`config.mk`:
```
export PLATFORM = sky130hd
export DESIGN_NAME = gray_scale_frame_sequencer
export DESIGN_NICKNAME = d
export VERILOG_FILES = /design/src/rtl/gray_scale_frame_sequencer.sv
export SDC_FILE = /design/constraint.sdc
export NUM_CORES = 1
export LEC_CHECK = 0
export BUFFER_PORTS_ARGS = -buffer_cell sky130_fd_sc_hd__buf_2
export CORE_MARGIN = 2
export CORE_UTILIZATION = 30
export CTS_CLUSTER_DIAMETER = 40
export CTS_CLUSTER_SIZE = 24
export DETAILED_ROUTE_END_ITERATION = 8
export GPL_TIMING_DRIVEN = 0
export PLACE_DENSITY = 0.53
export REMOVE_ABC_BUFFERS = 1
export SLEW_MARGIN = 20
export SYNTH_ARGS = -nofsm -noshare
export SYNTH_HDL_FRONTEND = slang
export SYNTH_SLANG_ARGS = --single-unit
```
`constraint.sdc`:
```
create_clock -name aclk -period 3.3 [get_ports aclk]
set_input_delay 0.165 -clock aclk [delete_from_list [all_inputs] [get_ports aclk]]
set_output_delay 0.165 -clock aclk [all_outputs]
set_load 0.03 [all_outputs]
```
`src/rtl/gray_scale_frame_sequencer.sv`:
```
// rtl/gray_scale_frame_sequencer.sv - AXI4-Lite master that runs the HLS gray-scale core one frame per ap_start
// Completion is detected by AP_CTRL.ap_done polling or by the core interrupt line (ISR cleared afterwards).
module gray_scale_frame_sequencer #(
  parameter int ADDR_WIDTH = 5,
  parameter int DATA_WIDTH = 32,
  parameter int FRAME_W    = 16,
  parameter int POLL_GAP   = 8,
  parameter int TIMEOUT    = 1048576
) (
  input  logic                    aclk,
  input  logic                    areset,
  input  logic                    cmd_start,
  input  logic [FRAME_W-1:0]      cmd_frames,
  input  logic                    cmd_use_irq,
  input  logic                    cmd_abort,
  output logic                    status_busy,
  output logic                    status_done,
  output logic                    status_error,
  output logic [FRAME_W-1:0]      frames_done,
  output logic [ADDR_WIDTH-1:0]   m_axi_awaddr,
  output logic                    m_axi_awvalid,
  input  logic                    m_axi_awready,
  output logic [DATA_WIDTH-1:0]   m_axi_wdata,
  output logic [DATA_WIDTH/8-1:0] m_axi_wstrb,
  output logic                    m_axi_wvalid,
  input  logic                    m_axi_wready,
  input  logic [1:0]              m_axi_bresp,
  input  logic                    m_axi_bvalid,
  output logic                    m_axi_bready,
  output logic [ADDR_WIDTH-1:0]   m_axi_araddr,
  output logic                    m_axi_arvalid,
  input  logic                    m_axi_arready,
  input  logic [DATA_WIDTH-1:0]   m_axi_rdata,
  input  logic [1:0]              m_axi_rresp,
  input  logic                    m_axi_rvalid,
  output logic                    m_axi_rready,
  input  logic                    interrupt
);

  localparam int TMO_W = $clog2(TIMEOUT + 1);
  localparam int GAP_W = (POLL_GAP > 1) ? $clog2(POLL_GAP) : 1;

  typedef enum logic [3:0] {
    S_IDLE, S_CFG_GIE, S_CFG_IER, S_START, S_WAIT,
    S_POLL, S_CLRISR, S_NEXT, S_DONE, S_ERR
  } state_t;

  state_t               state, state_n;
  logic [FRAME_W-1:0]   frames_lat;
  logic                 use_irq;
  logic [TMO_W-1:0]     tmo_cnt;
  logic [GAP_W-1:0]     gap_cnt;
  logic [FRAME_W-1:0]   frames_inc;
  logic                 accept;
  logic                 wr_launch;
  logic                 rd_launch;
  logic [ADDR_WIDTH-1:0] wr_addr_n;
  logic                 wr_fin;
  logic                 rd_fin;
  logic                 unused_rdata;

  assign wr_fin       = m_axi_bvalid && m_axi_bready;
  assign rd_fin       = m_axi_rvalid && m_axi_rready;
  assign status_busy  = (state != S_IDLE);
  assign frames_inc   = (frames_done == frames_lat) ? frames_done : frames_done + FRAME_W'(1);
  assign unused_rdata = ^{m_axi_rdata[DATA_WIDTH-1:2], m_axi_rdata[0]};

  always_comb begin
    state_n   = state;
    accept    = 1'b0;
    wr_launch = 1'b0;
    rd_launch = 1'b0;
    wr_addr_n = '0;
    case (state)
      S_IDLE: if (cmd_start) begin
        accept = 1'b1;
        if (cmd_frames == '0)  state_n = S_DONE;
        else if (cmd_use_irq)  state_n = S_CFG_GIE;
        else                   state_n = S_START;
      end
      S_CFG_GIE: if (wr_fin) state_n = (m_axi_bresp != 2'b00) ? S_ERR : S_CFG_IER;
      S_CFG_IER: if (wr_fin) state_n = (m_axi_bresp != 2'b00) ? S_ERR : S_START;
      S_START:   if (wr_fin) state_n = (m_axi_bresp != 2'b00) ? S_ERR : S_WAIT;
      // interrupt outranks abort, abort outranks timeout
      S_WAIT: begin
        if (use_irq && interrupt)                              state_n = S_CLRISR;
        else if (cmd_abort)                                    state_n = S_DONE;
        else if (tmo_cnt >= TMO_W'(TIMEOUT))                   state_n = S_ERR;
        else if (!use_irq && gap_cnt == GAP_W'(POLL_GAP - 1))  state_n = S_POLL;
      end
      S_POLL: if (rd_fin) begin
        if (m_axi_rresp != 2'b00) state_n = S_ERR;
        else if (m_axi_rdata[1])  state_n = S_NEXT;
        else                      state_n = S_WAIT;
      end
      S_CLRISR: if (wr_fin) state_n = (m_axi_bresp != 2'b00) ? S_ERR : S_NEXT;
      S_NEXT: begin
        if (frames_inc == frames_lat) state_n = S_DONE;
        else if (cmd_abort)           state_n = S_DONE;
        else                          state_n = S_START;
      end
      S_DONE:  state_n = S_IDLE;
      S_ERR:   state_n = S_DONE;
      default: state_n = S_IDLE;
    endcase

    // every transaction state is entered from a different state, so entry marks issue
    if (state_n != state) begin
      case (state_n)
        S_CFG_GIE: begin wr_launch = 1'b1; wr_addr_n = ADDR_WIDTH'(8'h04); end
        S_CFG_IER: begin wr_launch = 1'b1; wr_addr_n = ADDR_WIDTH'(8'h08); end
        S_START:   begin wr_launch = 1'b1; wr_addr_n = ADDR_WIDTH'(8'h00); end
        S_CLRISR:  begin wr_launch = 1'b1; wr_addr_n = ADDR_WIDTH'(8'h0C); end
        S_POLL:    rd_launch = 1'b1;
        default:   ;
      endcase
    end
  end

  always_ff @(posedge aclk) begin
    if (areset) begin
      state         <= S_IDLE;
      frames_lat    <= '0;
      use_irq       <= 1'b0;
      tmo_cnt       <= '0;
      gap_cnt       <= '0;
      frames_done   <= '0;
      status_done   <= 1'b0;
      status_error  <= 1'b0;
      m_axi_awaddr  <= '0;
      m_axi_awvalid <= 1'b0;
      m_axi_wdata   <= '0;
      m_axi_wstrb   <= '0;
      m_axi_wvalid  <= 1'b0;
      m_axi_bready  <= 1'b0;
      m_axi_araddr  <= '0;
      m_axi_arvalid <= 1'b0;
      m_axi_rready  <= 1'b0;
    end else begin
      state       <= state_n;
      status_done <= (state == S_DONE);

      if (accept) begin
        frames_lat   <= cmd_frames;
        use_irq      <= cmd_use_irq;
        frames_done  <= '0;
        status_error <= 1'b0;
      end
      if (state == S_ERR)  status_error <= 1'b1;
      if (state == S_NEXT) frames_done  <= frames_inc;

      // timeout spans the whole frame wait, including the polling reads
      if (state == S_START)
        tmo_cnt <= '0;
      else if ((state == S_WAIT || state == S_POLL) && tmo_cnt < TMO_W'(TIMEOUT))
        tmo_cnt <= tmo_cnt + TMO_W'(1);

      if (state == S_WAIT && state_n == S_WAIT) gap_cnt <= gap_cnt + GAP_W'(1);
      else                                      gap_cnt <= '0;

      if (wr_launch) begin
        m_axi_awaddr  <= wr_addr_n;
        m_axi_wdata   <= DATA_WIDTH'(1);
        m_axi_wstrb   <= '1;
        m_axi_awvalid <= 1'b1;
        m_axi_wvalid  <= 1'b1;
        m_axi_bready  <= 1'b1;
      end else begin
        if (m_axi_awvalid && m_axi_awready) m_axi_awvalid <= 1'b0;
        if (m_axi_wvalid && m_axi_wready)   m_axi_wvalid  <= 1'b0;
        if (wr_fin)                         m_axi_bready  <= 1'b0;
      end

      if (rd_launch) begin
        m_axi_araddr  <= '0;
        m_axi_arvalid <= 1'b1;
        m_axi_rready  <= 1'b1;
      end else begin
        if (m_axi_arvalid && m_axi_arready) m_axi_arvalid <= 1'b0;
        if (rd_fin)                         m_axi_rready  <= 1'b0;
      end
    end
  end

endmodule

```
==> key figures <==
Logic synthesis
  • Synthesized area: 4239 um^2
  • Largest area contributor in the netlist: dfxtp_1
  • Post-synth cell types: 65
  • Syn Area/Cell: 7.865 um^2
  • Ys flop type: dfxtp_1
  • Async SR Flop Fraction: 0%
  • Number of flops mapped to enable cells by yosys: 0
  • Ys Warns: 0
  • Synth area leaders: dfxtp_1 (34%), buf_4 (7.6%), nand2_1 (6.3%)
  • Commonest cells post-synth: dfxtp_1 (71), nand2_1 (71), nor2_1 (51)
  • Post-synthesis sequential area ratio: 33.53%
  • Synth Register Bits: 71
  • Area share of the largest cell type after synthesis: 33.53%
  • Synthesized instance count: 539

CTS
  • Root Buffer: clkbuf_16
  • Clk buf depth: 2
  • TritonCTS clock tree: built
  • Clock Sinks: 71
  • Hold-fix buffers, CTS: 0
  • H-tree depth: 3
  • Clock Latency Late Sink: 0.34 ns
  • Inserted Clock Buffers: 9
  • Reg clk slew, reported paths: 0.06 ns

Floorplanning
  • Die ar.: 15100 um^2
  • Chip height: 122.9 um
  • Die Width: 122.9 um
  • Core area: 13830 um^2
  • Initial Util: 30.66%
  • Rows: 43
  • I/O Pins: 133

Global route
  • Antenna violations before repair: 2
  • Number of global-route vias before repair: 3606
  • Met2 Use GR: 25.07%
  • First-pass GRT wire length: 18.03 mm
  • GR Util met3: 5.158%
  • Pin count of the biggest net entering global routing: 51
  • GRT Overall Usage: 15.32%
  • GRT met1 Usage: 19.08%
  • GR Overflow Total: 0
  • GR peak layer: met2

STA
  • Setup WS post-layout: 0.2249 ns
  • Max Fclk: 325.2 MHz
  • Max-slew violation count: 0
  • Unrepaired setup endpoints after global routing: false
  • Tightest Pin Transition: 0.9373 ns
  • Minimum clock period after layout: 3.075 ns
  • Worst slew margin: 37.52%
  • Hold Violations, Final: 0
  • Final setup viols: 0
  • Skew final: 0.008946 ns
  • Final Cycle Share: 93.18%

Route
  • Detail Route Antenna Nets: 0
  • Vias: 3910
  • Avg Vias per Cell: 5.078
  • DR pass1 iterations: 4
  • Number of DRC markers in iteration 0: 273
  • Final WL: 11.20 mm
  • Drc violations: 0
  • Post-DR wirelength/cell: 14.55 um

Critical path
  • CP max stage cell: dfxtp_1
  • Critical path cell sequence: nor2b_1, nand3_1, nor2_1, or3_1, a21oi_1, o311ai_0, a41o_4, mux2_4
  • Family with the most delay on the worst path: simple AND/OR/NAND/NOR gates
  • CP peak stage delay: 0.57 ns
  • WP data arrival: 3.30 ns
  • Crit path buf inv count: 0
  • Critical path startpoint category: register
  • CP Capture Type: register
  • Worst setup path class: register to register
  • Max FO, Critical Path: 17
  • WP data required: 3.53 ns

Cells and area
  • Final nets: 652
  • Area grow syn2layout: 15.26%
  • Fraction of layout cells with a size suffix above 1: 16.98%
  • Fin area: 4886 um^2

Placed design
  • Pre-CTS setup slack: -0.3487 ns
  • Dpl hpwl: 8.185 mm
  • Final GP Congestion: 0.9092
  • Post-DP Area: 4492 um^2
  • # port buffers: 62

Pwr
  • Max IR drop VDD: 0.3374 mV
  • Pleak: 1.930 nW
  • Pwr Density: 501.4 nW/um^2

Run
  • Max-Cap Viols: 0

Hold path
  • Hold crit path type: input pin to register

Outcome
  • Status: finished, final reports clean
==> metal layers <==
layer | wire (um) | vias to the layer above
met4 | 136 | 2
met3 | 663 | 14
met1 | 4937 | 1851
met5 | 12 | -
li1 | - | 1926
met2 | 5449 | 117
==> per-stage QoR <==
step | util [%] | instances | TNS, ns | hold slack, ns | power, mW
4_1_cts | 35.16 | 769 | 0 | 0.06461 | 2.473
5_1_grt | 35.34 | 770 | 0 | 0.07284 | 2.562
3_3_place_gp | 32.49 | 749 | -1.207 | 0.4198 | 1.379
3_5_place_dp | 32.49 | 749 | -1.320 | 0.4264 | 1.383
2_1_floorplan | - | 507 | 0 | 0.2341 | 1.258
6_report | 35.34 | 770 | 0 | 0.07815 | 2.450
==> timing repair <==
item | 4_1_cts | 5_1_grt
endpoints found under the setup margin | 9 | 6
setup buffers | 4 | 0
pin swaps | 1 | 0
gates resized for setup | 3 | 6
==> sequential cells by signal, indices dropped and copies added, names as in the netlist <==
name           flops
m_axi_wdata        1
status_error       1
m_axi_arvalid      1
m_axi_awaddr       2
frames_lat        16
gap_cnt            3
m_axi_bready       1
status_done        1
m_axi_awvalid      1
m_axi_rready       1
tmo_cnt           21
use_irq            1
m_axi_wvalid       1
state              4
frames_done       16
==> worst paths after layout <==
kind	startpoint	cells past startpoint	slack, ns	to
worst max register to register	state[2]$_SDFF_PP0_	8	0.22	m_axi_awaddr[3]$_SDFFE_PP0P_
worst min register to register	gap_cnt[0]$_SDFF_PP0_	1	0.44	gap_cnt[0]$_SDFF_PP0_
worst max-delay path	state[2]$_SDFF_PP0_	8	0.22	m_axi_awaddr[3]$_SDFFE_PP0P_
worst min-delay path	cmd_frames[4]	3	0.08	frames_lat[4]$_SDFFE_PP0P_
==> placed cells by master, fill, tap and decap left out, types with 17 or more instances in the layout <==
cell | netlist | final
a21oi_1 | 43 | 43
buf_2 | 1 | 62
conb_1 | 1 | 39
dfxtp_1 | 71 | 68
nand2_1 | 71 | 71
nor2_1 | 51 | 50
o21ai_0 | 17 | 17
xnor2_1 | 19 | 19
xor2_1 | 20 | 20
==> report_power, final <==
part | switching (mW) | leakage [nW] | internal (mW)
logic | 0.307 | 1.19 | 0.147
clock network | 0.361 | 0.160 | 0.702
registers | 0.0407 | 0.577 | 0.892
total | 0.709 | 1.93 | 1.74
==> layout make-up <==
class                           instances  area [um^2]
Tap cell                              180        225.2
Clock buffer                           13        260.3
Timing Repair Buffer                   66        340.3
Multi-Input combinational cell        421         2511
Clock inverter                          3        65.06
Fill cell                            1443         8941
Sequential cell                        71         1425
Antenna cell                            1        2.502
Inverter                               15        56.30
==> kinds of logic (layout without fill, tap and decap cells) <==
family,count (synthesis),after routing,synth area share [%]
flip-flops,71,71,33.53
AO/OA/AOI/OAI,111,111,17.18
AND/OR/NAND/NOR,224,224,27.48
buffers and inverters,85,97,11.36
other,1,40,0.08846
XOR/XNOR,39,39,8.058
multiplexers,3,3,0.8264
adder cells (fa/ha/maj),5,5,1.476
==> tightest hold or removal path: stages <==
cell and delay [ns]:
buf_2 0.10, nand2_1 0.05, a21oi_1 0.05
Note: power is estimated with default switching activity, not from simulation.
